## src/rtl/square_gen_seq.sv

```systemverilog
// -----------------------------------------------------------------------------
// square_gen_seq
//   Sequential shift-add squarer. It accepts a WIDTH-bit unsigned operand N over
//   a valid/ready handshake and returns D = N*N (2*WIDTH bits) over a second
//   valid/ready handshake. One multiplier bit is processed per clock, so the
//   result appears exactly WIDTH edges after the accept edge.
//
//   Optional build macro: SQUARE_GEN_ACC_EN adds a running sum of squares.
//
// Ports:
//   clk        in   system clock, rising edge
//   rst_n      in   asynchronous active-low reset
//   in_valid   in   operand present on in_n
//   in_n       in   [WIDTH-1:0]   unsigned operand
//   in_ready   out  block can accept an operand (IDLE)
//   out_valid  out  out_d holds a valid result (DONE)
//   out_d      out  [2*WIDTH-1:0] result N^2
//   out_ready  in   consumer accepts the result
//   busy       out  high while computing (CALC)
//   acc_clr    in   (SQUARE_GEN_ACC_EN) clear the sum of squares
//   acc_sum    out  (SQUARE_GEN_ACC_EN) [2*WIDTH+7:0] wrapping sum of squares
// -----------------------------------------------------------------------------
module square_gen_seq #(
   parameter int WIDTH = 4
) (
   input  logic               clk,
   input  logic               rst_n,
   input  logic               in_valid,
   input  logic [WIDTH-1:0]   in_n,
   output logic               in_ready,
   output logic               out_valid,
   output logic [2*WIDTH-1:0] out_d,
   input  logic               out_ready,
   output logic               busy
`ifdef SQUARE_GEN_ACC_EN
   ,
   input  logic               acc_clr,
   output logic [2*WIDTH+7:0] acc_sum
`endif
);

   localparam int DW = 2 * WIDTH;
   localparam int CW = $clog2(WIDTH);

   typedef enum logic [1:0] {IDLE, CALC, DONE} state_t;

   state_t           state, state_nxt;
   logic [WIDTH-1:0] mcand;
   logic [WIDTH-1:0] mplier;
   logic [DW-1:0]    acc;
   logic [DW-1:0]    acc_nxt;
   logic [CW-1:0]    cnt;
   logic             last;

   // last CALC edge is the one that processes bit WIDTH-1
   assign last    = (cnt == CW'(WIDTH - 1));
   assign acc_nxt = acc + (mplier[0] ? (DW'(mcand) << cnt) : '0);

   assign in_ready  = (state == IDLE);
   assign out_valid = (state == DONE);
   assign busy      = (state == CALC);

   always_ff @(posedge clk or negedge rst_n) begin
      if (!rst_n) state <= IDLE;
      else        state <= state_nxt;
   end

   always_comb begin
      state_nxt = state;
      case (state)
         IDLE:    if (in_valid)  state_nxt = CALC;
         CALC:    if (last)      state_nxt = DONE;
         DONE:    if (out_ready) state_nxt = IDLE;
         default: state_nxt = IDLE;
      endcase
   end

   // datapath; in_n is only looked at on the accept edge, so X on an idle
   // bus never reaches a register
   always_ff @(posedge clk or negedge rst_n) begin
      if (!rst_n) begin
         mcand  <= '0;
         mplier <= '0;
         acc    <= '0;
         cnt    <= '0;
         out_d  <= '0;
      end else begin
         case (state)
            IDLE: if (in_valid) begin
               mcand  <= in_n;
               mplier <= in_n;
               acc    <= '0;
               cnt    <= '0;
            end
            CALC: begin
               acc    <= acc_nxt;
               mplier <= mplier >> 1;
               cnt    <= cnt + CW'(1);
               if (last) out_d <= acc_nxt;
            end
            default: ;
         endcase
      end
   end

`ifdef SQUARE_GEN_ACC_EN
   localparam int SW = DW + 8;

   // clear has priority over a same-edge add
   always_ff @(posedge clk or negedge rst_n) begin
      if (!rst_n)                      acc_sum <= '0;
      else if (acc_clr)                acc_sum <= '0;
      else if (out_valid && out_ready) acc_sum <= acc_sum + SW'(out_d);
   end
`endif

endmodule

```

## config.mk

```make
export PLATFORM = sky130hd
export DESIGN_NAME = square_gen_seq
export DESIGN_NICKNAME = d
export VERILOG_FILES = /design/src/rtl/square_gen_seq.sv
export SDC_FILE = /design/constraint.sdc
export NUM_CORES = 1
export LEC_CHECK = 0
export BUFFER_PORTS_ARGS = -buffer_cell sky130_fd_sc_hd__buf_4
export CAP_MARGIN = 0
export CORE_MARGIN = 2
export CORE_UTILIZATION = 40
export DETAILED_ROUTE_END_ITERATION = 16
export PLACE_DENSITY = 0.6
export REMOVE_ABC_BUFFERS = 1
export SYNTH_ARGS = -nofsm -noshare
export SYNTH_HDL_FRONTEND = slang
export SYNTH_SLANG_ARGS = --single-unit
```

## constraint.sdc

```tcl
create_clock -name clk -period 2.5 [get_ports clk]
set_clock_uncertainty 0.05 [all_clocks]
set_input_delay 0.25 -clock clk [delete_from_list [all_inputs] [get_ports clk]]
set_output_delay 0.25 -clock clk [all_outputs]
set_load 0.005 [all_outputs]
```

==> impl_metrics.yaml <==
timing:
  fin_setup_tns_ns: 0
  tightest_slew_ns: 0.454
  period_minus_slack_ns: 2.32
  slew_headroom_pct: 69.7
  hold_violations: 0
  setup_viol: 0
  fmax_ghz: 0.431
  whs_ns: 0.124
  final.period_utilization_pct: 92.8
  maxSlewViolCount: 0
  rsz0062_at_grt: "false"
die:
  die_area_sq_um: 4320
  start_util_pct: 41.7
  fp.dieH_microns: 65.8
  fp-row-count: 22
  ioPinCount: 19
  core_area_sq_um: 3660
  dieWidth_microns: 65.8
grt:
  grt_antenna_before_repair: 0
  grt_pass1_vias: 1140
  grt_util_all_layers_pct: 16.1
  grt-ovfl-total: 0
  grt_max_degree: 29
  grt_pass1_wl_microns: 5290
clock_network:
  htreeDepth: 1
  clockBufferDepth: 2
  clk_pin_slew_ns: 0.09
  cts_tree: "done"
  clock_latency_ns: 0.27
  numCtsBuffers: 3
  cts.sinks: 28
  cts-root-buf: "clkbuf_8"
layout:
  syn2layout_area_growth_pct: 15.5
  final_cell_mix: "nand2_1 (32), dfrtp_1 (27), buf_4 (22)"
  stdcell_count: 219
  final_nets: 189
  final_common_cell: "nand2_1"
  diodes: 0
  drive_above_1_share_pct: 23.4
pwr:
  p_total_mw: 2.21
  switchingPower_uw: 894
  netSwitchingFraction_pct: 40.4
  p_seq_share_pct: 36.0
  p_int_mw: 1.32
  power.clock.fraction_pct: 12.5
  p_comb_share_pct: 51.5
  vdd_drop_max_uv: 488
  power_density_nw_per_um2: 1260
  p_leak_nw: 0.839
placement:
  gp_congestion: 0.774
  dp.cells: 213
  port_buffers: 18
  dpl.hpwl_microns: 2330
hold_path:
  hold_depth: 2
  min-delay-start: "out_ready"
  min_path_type: "input pin to register"
logic_synthesis:
  synth_seq_area_share_pct: 45.9
  synth_top_cells_by_area: "dfrtp_1 (46%), nand2_1 (7.9%), ha_1 (6.6%)"
  synth-simple-area-share_pct: 13.9
  synth_xor_area_share_pct: 3.45
  synth_top_family_by_area: "compound AO/OA/AOI/OAI gates"
  yosysTopAreaCellShare_pct: 45.9
  ys_types: 33
  synth-seq-cells: 28
  ys.warnings.count: 0
  synth_fa_ha_area_share_pct: 7.88
  synthCells: 151
  yosys.area.top_type: "dfrtp_1"
  netlist_area_sq_um: 1530
  syn_area_per_cell_sq_um: 10.1
  synth_compound_area_share_pct: 16.7
  synthMuxAreaShare_pct: 7.14
routing:
  via_count: 1115
  met3_length_microns: 67
  wl_per_cell_microns: 13.8
  drtAntennaViolNets: 0
  detail_route.first_pass.iterations: 6
  routed_wirelength_microns: 3020
  wl_met2_microns: 1580
  via_per_inst: 5.09
  wl_met1_microns: 1360
  top_layer: "met4"
  drtIter0Drc: 43
  drc: 0
critical_path:
  critPathLaunchType: "register"
  ff2ff_setup_slack_ns: 0.18
  r2r_cells: 9
  worstSetupPathType: "register to register"
  startpoint: "cnt[1]"
  crit_path_max_fanout: 5
  r2r_start: "cnt[1]"
  worstSetupEndpointType: "register"
  cp.arrival_ns: 2.42
  cp.required_ns: 2.60
run_status:
  status: "finished, final reports clean"
run:
  drv_cap: 0
## power groups by stage
stage,registers [mW],clock network (mW),logic (mW)
6_report,0.797,0.276,1.14
5_1_grt,0.826,0.308,1.29
4_1_cts,0.805,0.289,1.13
3_5_place_dp,0.814,0,1.12
3_3_place_gp,0.802,0,1.08
2_1_floorplan,0.785,0,0.763
## cell type report
class | count | area, sq um
Sequential cell | 28 | 702
Fill cell | 368 | 1900
Multi-Input combinational cell | 113 | 753
Tap cell | 48 | 60.1
Clock buffer | 4 | 55.1
Inverter | 3 | 16.3
Timing Repair Buffer | 23 | 175
## stage by stage
stage,worst slack [ns],utilization (%),area (sq um)
6_report,0.180,48.1,1760
5_1_grt,0.00240,48.1,1760
4_1_cts,0.0416,47.7,1750
3_5_place_dp,0.0627,46.0,1680
3_3_place_gp,0.173,46.0,1680
2_1_floorplan,0.224,-,1470
## cells by family (layout without fill, tap and decap cells)
family          count (synthesis)  count (layout)
simple gates                   47              47
compound gates                 41              41
flops                          28              28
mux                            10              10
buf+inv                        10              30
fa+ha+maj                       9               9
xor+xnor                        6               6
## worst max-delay path: stages (launching register included)
cell and delay (ns):
dfrtp_2 0.41, mux2i_1 0.26, o21ai_0 0.09, and2_1 0.17
ha_1 0.33, o21ai_0 0.25, o21bai_1 0.11, a21oi_2 0.17
xor2_1 0.24, o22ai_1 0.12
## sequential cells by signal, indices dropped and copies added, names as in the netlist
signal	cells
acc	8
state	2
mcand	4
cnt	2
mplier	4
out_d	8
## Yosys cell counts (all sizes together)
cell	n
o211ai	1
a22oi	3
a22o	1
dfrtp	28
o21bai	3
inv	3
o22ai	5
ha	8
and2	3
xor2	3
nor2	6
mux2i	3
nor3b	1
nand2	33
a21oi	7
nor4bb	1
nand2b	2
o31ai	1
mux2	7
buf	7
nand3b	1
o21ai	17
a21o	1
o211a	1
xnor2	3
a211oi	1
fa	1
## timing repair
action / 4_1_cts / 5_1_grt
setup endpoints to repair: 0 / 6
hold buffers: 1 / 0
setup buffers: 0 / 1
gates resized for setup: 0 / 2
endpoints found under the hold margin: 28 / 0
## path summary, 6_finish.rpt
kind | end
min reg2reg | mplier[2]
min in group asynchronous | acc[2]
max in group asynchronous | cnt[1]
max | acc[5]
min | state[1]
max reg2reg | acc[5]
## per-layer routing
layer / GRT usage (%) / up-vias
met1: 19.8 / 540
met3: 2.05 / 2
met5: 0 / -
met4: 5.47 / 0
met2: 28.7 / 11
li1: - / 562
Power figures use the tool's default switching activity.
